<file path="config.mk">
export PLATFORM = sky130hd
export DESIGN_NAME = div_result_display
export DESIGN_NICKNAME = d
export VERILOG_FILES = /design/src/rtl/div_result_display.sv
export SDC_FILE = /design/constraint.sdc
export NUM_CORES = 1
export LEC_CHECK = 0
export BUFFER_PORTS_ARGS = -buffer_cell sky130_fd_sc_hd__buf_4
export CAP_MARGIN = 20
export CORE_UTILIZATION = 60
export DETAILED_ROUTE_END_ITERATION = 6
export GPL_ROUTABILITY_DRIVEN = 0
export HOLD_SLACK_MARGIN = 0.15
export PLACE_DENSITY = 0.94
export SETUP_SLACK_MARGIN = 0.1
export SLEW_MARGIN = 40
export SYNTH_ARGS = -nofsm -noshare
export SYNTH_HDL_FRONTEND = slang
export SYNTH_SLANG_ARGS = --single-unit
</file>
<file path="constraint.sdc">
create_clock -name clk -period 3.5 [get_ports clk]
set_input_delay 0.7 -clock clk [delete_from_list [all_inputs] [get_ports clk]]
set_output_delay 0.7 -clock clk [all_outputs]
set_load 0.01 [all_outputs]
</file>
<file path="src/rtl/div_result_display.sv">
// Multiplexed 4-digit hex display for the divider result: captures each valid result and
// scans it onto a common-anode 7-segment display, one digit slot per REFRESH_CYCLES clocks.
module div_result_display #(
  parameter int unsigned REFRESH_CYCLES = 50000
) (
  input  logic        clk,
  input  logic        reset,
  input  logic        result_valid,
  input  logic [15:0] result,
  input  logic        mode,
  output logic [3:0]  an,
  output logic [6:0]  seg,
  output logic        dp,
  output logic        new_result
);

  localparam int unsigned CntW = $clog2(REFRESH_CYCLES);
  localparam logic [CntW-1:0] CntMax = CntW'(REFRESH_CYCLES - 1);

  typedef enum logic {StEmpty, StShow} state_e;

  state_e          state_q, state_d;
  logic [CntW-1:0] cnt_q, cnt_d;
  logic [1:0]      idx_q, idx_d;
  logic [15:0]     result_q, result_d;
  logic            mode_q, mode_d;
  logic [3:0]      an_q, an_d;
  logic [6:0]      seg_q, seg_d;
  logic            dp_q, dp_d;
  logic            new_result_q, new_result_d;

  logic            cnt_wrap;
  logic            blank;
  logic [3:0]      nibble;
  logic [6:0]      hex_seg;

  always_comb begin
    unique case (idx_q)
      2'd0:    nibble = result_q[3:0];
      2'd1:    nibble = result_q[7:4];
      2'd2:    nibble = result_q[11:8];
      default: nibble = result_q[15:12];
    endcase
  end

  // Segment order is {g,f,e,d,c,b,a}, active-low.
  always_comb begin
    unique case (nibble)
      4'h0:    hex_seg = 7'b1000000;
      4'h1:    hex_seg = 7'b1111001;
      4'h2:    hex_seg = 7'b0100100;
      4'h3:    hex_seg = 7'b0110000;
      4'h4:    hex_seg = 7'b0011001;
      4'h5:    hex_seg = 7'b0010010;
      4'h6:    hex_seg = 7'b0000010;
      4'h7:    hex_seg = 7'b1111000;
      4'h8:    hex_seg = 7'b0000000;
      4'h9:    hex_seg = 7'b0010000;
      4'hA:    hex_seg = 7'b0001000;
      4'hB:    hex_seg = 7'b0000011;
      4'hC:    hex_seg = 7'b1000110;
      4'hD:    hex_seg = 7'b0100001;
      4'hE:    hex_seg = 7'b0000110;
      default: hex_seg = 7'b0001110;
    endcase
  end

  always_comb begin
    cnt_wrap     = (cnt_q == CntMax);
    blank        = (cnt_q == '0);
    cnt_d        = cnt_wrap ? '0 : cnt_q + CntW'(1);
    idx_d        = cnt_wrap ? idx_q + 2'd1 : idx_q;
    result_d     = result_valid ? result : result_q;
    mode_d       = result_valid ? mode : mode_q;
    state_d      = result_valid ? StShow : state_q;
    new_result_d = result_valid;

    // Outputs are decoded from the pre-edge state, giving one cycle of latency.
    if (blank) begin
      an_d  = 4'b1111;
      seg_d = 7'b1111111;
      dp_d  = 1'b1;
    end else begin
      an_d  = ~(4'b0001 << idx_q);
      seg_d = (state_q == StShow) ? hex_seg : 7'b0111111;
      dp_d  = ~((state_q == StShow) && mode_q && (idx_q == 2'd0));
    end

    if (reset) begin
      cnt_d        = '0;
      idx_d        = 2'd0;
      result_d     = 16'h0000;
      mode_d       = 1'b0;
      state_d      = StEmpty;
      new_result_d = 1'b0;
      an_d         = 4'b1111;
      seg_d        = 7'b1111111;
      dp_d         = 1'b1;
    end
  end

  always_ff @(posedge clk) begin
    state_q      <= state_d;
    cnt_q        <= cnt_d;
    idx_q        <= idx_d;
    result_q     <= result_d;
    mode_q       <= mode_d;
    an_q         <= an_d;
    seg_q        <= seg_d;
    dp_q         <= dp_d;
    new_result_q <= new_result_d;
  end

  assign an         = an_q;
  assign seg        = seg_q;
  assign dp         = dp_q;
  assign new_result = new_result_q;

endmodule

</file>
=== Yosys cells after proc, flatten, opt, wreduce, memory -nomap -nowiden ===
Memory sizes are Yosys's and may differ from the RTL's.
Cells that the tools add are included.

* Register bits: 49
* Bits in read-only memories: 112
* Bits of input ports: 20
* Output and inout port bits: 13
* Word-level logic and storage cells: 29
* Memories: 1

{| class="wikitable"
|+ Memory list
! name !! depth !! bits a word !! read ports !! clocked after memory_dff !! wr ports !! line !! RTL
|-
| (no name shown) || 16 || 7 || 1 || 0 || 0 || 48 || <nowiki>unique case (nibble)</nowiki>
|}

* $add $sub $neg: 2
* Equality and inequality tests: 3
* Shift-type cells: 1
* Muxes and demuxes: 2
* Bitwise operators: 3
* Reductions and logical operators: 7

{| class="wikitable"
|+ Operator list
! cell !! count
|-
| 16-bit by 1-bit adder with 16-bit output (second input constant) || 1
|-
| 16-bit equality test (second input constant) || 1
|-
| 16-bit zero test || 1
|-
| 4-bit case mux with 3 select lines || 1
|-
| 7-bit 2-to-1 mux || 1
|-
| 4-bit NOT || 1
|-
| 2-bit OR reduction || 2
|-
| 1-bit by 2-bit left shift with 4-bit output (first input constant) || 1
|-
| 3-bit OR reduction || 1
|-
| 2-bit by 1-bit adder with 2-bit output (second input constant) || 1
|-
| 2-bit by 1-bit equality test with 1-bit output (second input constant) || 1
|-
| 2-bit equality test (second input constant) || 1
|-
| 1-bit logical AND || 2
|-
| 2-bit zero test || 1
|-
| 1-bit NOT || 2
|}

=== Longest topological paths before layout ===
Gate-level depths: netlist of run 1.
An unclocked memory read counts as a cell.

* Depth in word-level cells: 4
* Depth in mapped cells: 9
* Gate-level depth less buffers: 9

=== Worst setup path before layout of run 1 ===
No wires, ideal clock.

* Kind: register to register
* Start point: register idx_q[0]
* End point: register seg_q[3], in the netlist seg[3]
* Library setup time: 122 ps
* Arrival time: 1840 ps
* Data required time: 3378 ps
* Slack: 1537 ps
* Cell stages (with the launch flop): 10
* Path buffers: 0
* Period minus slack after synthesis: 1963 ps
* Cell sequence: dfxtp_1 -> inv_1 -> ha_1 -> a222oi_1 -> mux2i_1 -> inv_1 -> ha_1 -> o21ai_0 -> o2bb2ai_1 -> nand2_1

* Longest elaborated chain between the ends: 3
* Elaborated cells on any way between the ends: 5

{| class="wikitable"
|+ Ends and longest elaborated chain
! item !! line !! RTL
|-
| from (decl) || 24 || <nowiki>logic [1:0] idx_q, idx_d;</nowiki>
|-
| from (signal assigned) || 105 || <nowiki>idx_q <= idx_d;</nowiki>
|-
| 2-bit equality test, or another cell as far along || 38 || <nowiki>unique case (idx_q)</nowiki>
|-
| 4-bit case mux with 3 select lines (*) || 38 ||
|-
| memory read 16 x 7 bit (*) || -- ||
|-
| to (signal assigned) || 109 || <nowiki>seg_q <= seg_d;</nowiki>
|-
| to (decl) || 28 || <nowiki>logic [6:0] seg_q, seg_d;</nowiki>
|}

Every way passes the cells marked *; elsewhere a longest branch is shown, timed or not.
A chain may end at the register's enable or synchronous reset.

=== Worst setup path in the final report of run 1 ===
* Start point: register idx_q[1]
* End point: register seg_q[3], in the netlist seg[3]

The elaborated chain is that of the path after synthesis.

==> results.cfg, run 1 <==
[clock_tree]
cts_resized = 0
clock-sinks = 49
h-tree-depth = 2
clk_latency_ps = 300
cts_tree = done
root_buffer = clkbuf_8
post-cts-setup-buffer-count = 0
path_clk_slew_ps = 80
cts_buffer_depth = 2
cts_made_buffers = 5
cts_hold_buf = 0

[critical_path]
r2r_end = seg[3]
worst-path-buf-inv = 1
crit_chain = ha_1 > mux2i_1 > inv_1 > ha_1 > o21ai_0 > o2bb2ai_1 > nand2_1
reg2regPathDepth = 7
cp_max_fo = 9
arrival_ps = 2510
slowest_delay_ps = 530
start_kind = register
reg2reg_slack_ps = 1180
slowest_stage = mux2i_1
r2r_start = idx_q[1]
crit_path_frequent_cell = ha_1
worstSetupPathType = register to register
critPathTopFamily = adder cells
end_kind = register
worst_ep_required_time_ps = 3690

[sta]
rsz0062_at_grt = false
fmax_mhz = 431
min_period_ps = 2320
slew_violations = 0
finalSetupTns_ps = 0
period_share = 0.663
tightest_slew_ps = 514
finalSetupViolations = 0
hold_viol = 0
max_slew_margin = 0.647
fin_skew_ps = 6.26

[drt]
wl_per_cell_um = 13.5
num_vias = 1701
routed.top_layer = met4
wl_met3_um = 177
wl_met1_um = 1820
ant_nets = 0
wl_um = 4230
drc = 0
vias_per_cell = 5.43
wl_met2_um = 2170
first_pass_iters = 4
drt_iter0_drc = 89

[placement]
hpwl_um = 3130
portBuffers = 32

[cells_and_area]
area_growth_pct = 15.1
fillers = 254
layout.nets = 301
drive_gt1_frac = 0.199
diodes = 0

[floorplan]
die_area_mm2 = 0.00400
design.core.area_mm2 = 0.00347
ios = 33
die_w_um = 63.2
die_h_um = 63.2
fp-row-count = 21
initial_core_util = 0.649

[synthesis]
synthCells = 235
yosysSeqAreaShare = 0.436
synth-edff-count = 0
ys_top_cells_by_area = dfxtp_1, mux2i_1, ha_1, nor2_1, xnor2_1
synth_fp_nets = 269
ys_types = 42
syn_area_mm2 = 0.00225
synthTopCellsByCount = dfxtp_1, nor2_1, mux2i_1
synth_most_common_cell = dfxtp_1
synth_top_family_by_area = simple AND/OR/NAND/NOR gates
ys_seq_elements = 49
synth_compound_gate_area_share = 0.0912
async_reset_ff_frac = 0
synth_adder_area_share = 0.0779
synthSimpleGateAreaFrac = 0.211
yosys_warnings = 0
muxShareOfSynthArea = 0.0845
synth_top_area_frac = 0.436
ys.flop_type = dfxtp_1
yosys.area.top_type = dfxtp_1
synth_xor_area_frac = 0.0584
syn_area_per_cell_um2 = 9.57

[worst_hold_path]
hold_depth = 1
hold_start = mode_q
holdPathEnd = dp
holdCritPathClass = register to register

[global_routing]
grt_pass1_vias = 1648
grt-ovfl-total = 0
grt_first_pass_wirelength_um = 7270
track_usage = 0.237
antenna_found_initial = 0
grt_start_max_net_pins = 26

[pwr]
total_power_uw = 1030
p_per_area_mw_per_mm2 = 398
leakage_uw = 0.00109
ir_drop_v = 0.000283

[outcome]
status = completed

[run]
cap_violations = 0
-- cells by family after synthesis --
| group | after synthesis |
|---|---|
| adders and majority gates | 14 |
| muxes | 19 |
| AOI/OAI and AO/OA | 27 |
| buffers and inverters | 20 |
| xor gates and xnor gates | 15 |
| DFF | 49 |
| and+or+nand+nor | 91 |
-- report_power, final --
part | internal (µW) | switching (µW) | total [µW]
combinational | 54.9 | 59.9 | 115
clock | 157 | 166 | 323
sequential | 579 | 14.0 | 593
-- metrics by stage --
step	hold WS, ps	std cells	setup WS, ps	util	cell area, µm²
CTS	451	313	1180	0.747	2590
global placement	383	306	1320	0.722	2500
finish	442	313	1180	0.747	2590
global route	469	313	935	0.747	2590
detailed placement	395	306	1200	0.722	2500
floorplan	370	235	1540	-	2250
-- area by class of cell --
class                   instances  area (µm²)  share of cell area
inverters                      13        48.8              0.0188
multi-input cells             166        1180               0.454
repair buffers                 32         240              0.0928
clock buffers                   7        86.3              0.0333
well taps                      46        57.6              0.0222
flip-flops and latches         49         981               0.379
-- per-layer routing --
metal	track usage	vias up
met4	0.108	0
met3	0.0543	7
met1	0.266	798
met2	0.422	40
met5	0	-
li1	-	856
-- how the worst max path moves through the flow --
stage / from / endpoint / cells past startpoint
final: idx_q[1] / seg[3] / 7
after global routing: idx_q[1] / seg[3] / 7
after CTS: idx_q[1] / seg[3] / 7
after detailed placement: idx_q[1] / seg[3] / 7
after global placement: idx_q[1] / seg[3] / 7
after floorplan: idx_q[0] / seg[3] / 9
-- flip-flops by register name, indices dropped and copies added (netlist names) --
signal	cells
dp	1
new_result	1
an	4
result_q	16
seg	7
idx_q	2
mode_q	1
cnt_q	16
state_q	1
-- cells in the final DEF, fill, tap and decap left out, types with 2 or more instances in the layout --
master,n
inv_1,13
nand3_2,3
dfxtp_1,49
nor3_1,5
clkbuf_8,6
nor2_2,3
xor2_1,6
mux2i_1,19
buf_4,32
ha_1,14
nor2b_1,3
nand3_1,7
nor2_1,41
a21oi_1,10
nor3_2,2
nand4_1,3
o221ai_1,3
a22oi_1,4
xnor2_1,9
nand2_1,13
No activity file was read; power rests on OpenSTA's default activity.
==> inputs of run 2 (changes only) <==
- CORE_UTILIZATION: 60 -> 51
- PLACE_DENSITY: 0.94 -> 0.86
- clock period: 3.5 -> 2 ns (I/O delays scaled with it)
==> run 2 against run 1 <==
  * Clock-buffer cell count is the same
  * Largest cell class unchanged
  * Via count rose by 4.7%
  * Register-to-register slack got worse by 1100 ps
  * Worst setup slack got worse by 1100 ps
  * Critical endpoint unchanged
  * Die area up 17%
==> results.cfg, run 2 (synthesis gave the netlist of run 1 again) <==
[outcome]
status = completed

[clock_tree]
cts_tree = done
cts_buffer_depth = 2
cts_made_buffers = 5
h-tree-depth = 2
clk_latency_ps = 300
clock-sinks = 49
root_buffer = clkbuf_8
path_clk_slew_ps = 80

[sta]
hold_viol = 0
tightest_slew_ps = 461
fmax_mhz = 517
finalSetupViolations = 0
max_slew_margin = 0.692
hold-worst-slack_ps = 329
min_period_ps = 1930
slew_violations = 0
setup_slack_ps = 67.2
period_share = 0.966
fin_skew_ps = 2.49
rsz0062_at_grt = true

[worst_hold_path]
holdCritPathClass = input pin to register

[cells_and_area]
final_cells = 330
final_common_cell = dfxtp_1
drive_gt1_frac = 0.314
post-route-util = 0.684
final_area_mm2 = 0.00282
diodes = 0
layout.nets = 314
final_cell_mix = dfxtp_1, buf_4, nor2_1
area_growth_pct = 25.2

[placement]
portBuffers = 32
placed_area_mm2 = 0.00259
pre_cts_slack_ps = -24.7
hpwl_um = 3180
dp.cells = 318

[floorplan]
die_area_mm2 = 0.00468
die_h_um = 68.4
fp-row-count = 23
ios = 33
die_w_um = 68.4
design.core.area_mm2 = 0.00412
initial_core_util = 0.547

[pwr]
ir_drop_v = 0.000440
leakage_uw = 0.00117
p_per_area_mw_per_mm2 = 656

[critical_path]
reg2reg_slack_ps = 70
start_kind = register
worst_ep_required_time_ps = 2250
worstSetupPathType = register to register
end_kind = register
arrival_ps = 2180
cp_max_fo = 4

[run]
cap_violations = 0

[global_routing]
grt_first_pass_wirelength_um = 7040
grt_pass1_vias = 1676
antenna_found_initial = 0
track_usage = 0.207
grt-ovfl-total = 0
grt_start_max_net_pins = 26

[drt]
drc = 0
wl_per_cell_um = 14.2
wl_um = 4680
vias_per_cell = 5.40
drt_iter0_drc = 118
first_pass_iters = 4
ant_nets = 0
num_vias = 1781
[run 2: cell count changes in the layout (fill, tap and decap cells not counted), moves of 3 or more]
cell	previous run	this run
ha_4	0	5
buf_4	32	43
inv_2	0	3
a21oi_1	10	6
a21oi_2	0	3
ha_1	14	7
inv_1	13	9
[run 2: layer usage]
| layer | wire length (µm) | share of wire | up-vias | track usage |
|---|---|---|---|---|
| li1 | - | - | 888 | - |
| met1 | 1870 | 0.40 | 843 | 0.208 |
| met2 | 2520 | 0.54 | 41 | 0.392 |
| met3 | 218 | 0.047 | 9 | 0.0617 |
| met4 | 78 | 0.017 | 0 | 0.0859 |
| met5 | 0 | 0 | - | 0 |
[run 2: metrics by stage]
step | power (µW) | TNS [ps]
CTS | 1830 | 0
detailed placement | 1260 | -24.7
floorplan | 1180 | 0
finish | 1850 | 0
global route | 1930 | -38.7
global placement | 1260 | 0
[run 2: area by class of cell]
class                      instances  area, µm²
clock buffer                       7       86.3
fill                             329       1300
inverter                          13       51.3
multi-input combinational        166       1280
sequential                        49        986
tap                               50       62.6
timing repair buffer              45        345
[run 2: timing repair]
item	in CTS	in global routing
setup buffers	2	3
hold buffers	0	0
gates resized for setup	8	17
pin swaps	1	6
endpoints found under the setup margin	5	6
[run 2: where the power goes]
| group | total (µW) | leakage [µW] | switching (µW) | internal, µW |
|---|---|---|---|---|
| clock network | 579 | 0.0000443 | 304 | 275 |
| registers | 1040 | 0.000402 | 23.3 | 1010 |
| logic | 233 | 0.000719 | 120 | 113 |
[run 2: path summary, 6_finish.rpt]
path	to	start	cells after the start
max	seg[3]	idx_q[0]	9
min	result_q[10]	result[10]	3
max reg2reg	seg[3]	idx_q[0]	9
min reg2reg	dp	mode_q	1
[run 2: critical path, cell delays in order, from the launching register on]
cell	delay, ps
dfxtp_4	370
buf_4	130
ha_1	250
nor2b_1	160
a21oi_2	170
inv_2	90
ha_1	340
o21ai_1	230
o2bb2ai_2	70
nand2_1	60
==> inputs of run 3 (changes only) <==
- SETUP_SLACK_MARGIN: 0.1 -> unset
==> run 3 against run 2 <==
  * First-iteration DRC count increased by 5.9%
  * Via count increased by 1.1%
  * Global-route usage increased by 0.28 points
  * Critical path type unchanged
  * Largest cell class unchanged
  * Highest routed layer unchanged
==> results.cfg, run 3 (synthesis gave the netlist of run 1 again) <==
[sta]
hold_viol = 0
finalSetupViolations = 0
setup_slack_ps = 33.5
min_period_ps = 1970
slew_violations = 0
period_share = 0.983
finalSetupTns_ps = 0
fmax_mhz = 509
max_slew_margin = 0.629
tightest_slew_ps = 557
fin_skew_ps = 5.63

[drt]
vias_per_cell = 5.52
num_vias = 1801
wl_per_cell_um = 13.8
drt_iter0_drc = 125
wl_um = 4500
drc = 0
first_pass_iters = 4
ant_nets = 0

[cells_and_area]
layout.nets = 310
drive_gt1_frac = 0.268
final_area_mm2 = 0.00270
diodes = 0
final_cell_mix = dfxtp_1, buf_4, nor2_1
final_common_cell = dfxtp_1
area_growth_pct = 19.9
post-route-util = 0.655

[critical_path]
worstSetupPathType = register to register
worst_ep_required_time_ps = 2210
critPathTopFamily = compound AO/OA/AOI/OAI gates
crit_chain = inv_4 > ha_2 > a222oi_1 > mux2i_2 > inv_2 > ha_1 > nor3_1 > o31ai_1
reg2reg_slack_ps = 30
worst-path-buf-inv = 2
slowest_stage = a222oi_1
cp_max_fo = 5
start_kind = register
end_kind = register
arrival_ps = 2170
slowest_delay_ps = 420

[global_routing]
grt_start_max_net_pins = 26
grt-ovfl-total = 0
antenna_found_initial = 0
grt_pass1_vias = 1681
grt_first_pass_wirelength_um = 7180
track_usage = 0.210

[pwr]
ir_drop_v = 0.000414
p_per_area_mw_per_mm2 = 675
leakage_uw = 0.00114

[clock_tree]
clock-sinks = 49
cts_buffer_depth = 2
cts_tree = done
h-tree-depth = 2
path_clk_slew_ps = 80
clk_latency_ps = 300
cts_made_buffers = 5
root_buffer = clkbuf_8

[floorplan]
initial_core_util = 0.547
fp-row-count = 23
die_area_mm2 = 0.00468
die_h_um = 68.4
die_w_um = 68.4
design.core.area_mm2 = 0.00412
ios = 33

[placement]
hpwl_um = 3220
placed_area_mm2 = 0.00256
portBuffers = 32
pre_cts_slack_ps = -69.7

[outcome]
status = completed

[worst_hold_path]
holdCritPathClass = input pin to register

[run]
cap_violations = 0
[run 3: changes by cell type in the layout (fill, tap and decap cells not counted), moves of 2 or more]
cell     delta
a21oi_1     +3
a21oi_2     -2
buf_4       -2
buf_6       -2
ha_1        +5
ha_4        -5
[run 3: where the power goes]
group          total, µW  leakage [µW]  internal, µW  switching [µW]
clock                572     0.0000443           274             298
sequential          1030      0.000403          1010            23.1
combinational        213      0.000693           104             110
total               1820       0.00114          1390             431
[run 3: worst paths after layout]
path	from	to	cells past startpoint
min	result[2]	result_q[2]	3
min reg2reg	mode_q	dp	1
max	idx_q[0]	seg[0]	8
max reg2reg	idx_q[0]	seg[0]	8
[run 3: layer usage]
metal	track usage	up-vias	share of wire	wire length (µm)
li1	-	875	-	-
met2	0.391	61	0.52	2350
met1	0.218	855	0.41	1840
met5	0	-	0	0
met4	0.104	0	0.020	89
met3	0.0483	10	0.050	223
[run 3: worst reg2reg max path, cell delays in order (launching register included)]
cell      delay [ps]
dfxtp_4          380
inv_4             40
ha_2             180
a222oi_1         420
mux2i_2          210
inv_2            130
ha_1             170
nor3_1            60
o31ai_1          280
[run 3: metrics by stage]
| step | std cells | power, µW | hold WS [ps] |
|---|---|---|---|
| final | 326 | 1820 | 327 |
| after global routing | 326 | 1900 | 333 |
| after CTS | 324 | 1830 | 328 |
| after detailed placement | 317 | 1260 | 388 |
| after global placement | 317 | 1250 | 381 |
| after floorplan | 235 | 1180 | 370 |
[run 3: timing repair]
item                       in CTS  in global routing
hold buffers                    0                  0
setup buffers                   0                  2
setup endpoints to repair       6                  6
pin swaps                       1                  2
gates cloned                    0                  0
resized for setup               5                 11
[run 3: area by class of cell]
type / instances / area [µm²]
fillers: 319 / 1420
multi-input cells: 166 / 1200
flip-flops and latches: 49 / 988
well taps: 50 / 62.6
clock buffers: 7 / 86.3
inverters: 13 / 51.3
repair buffers: 41 / 308
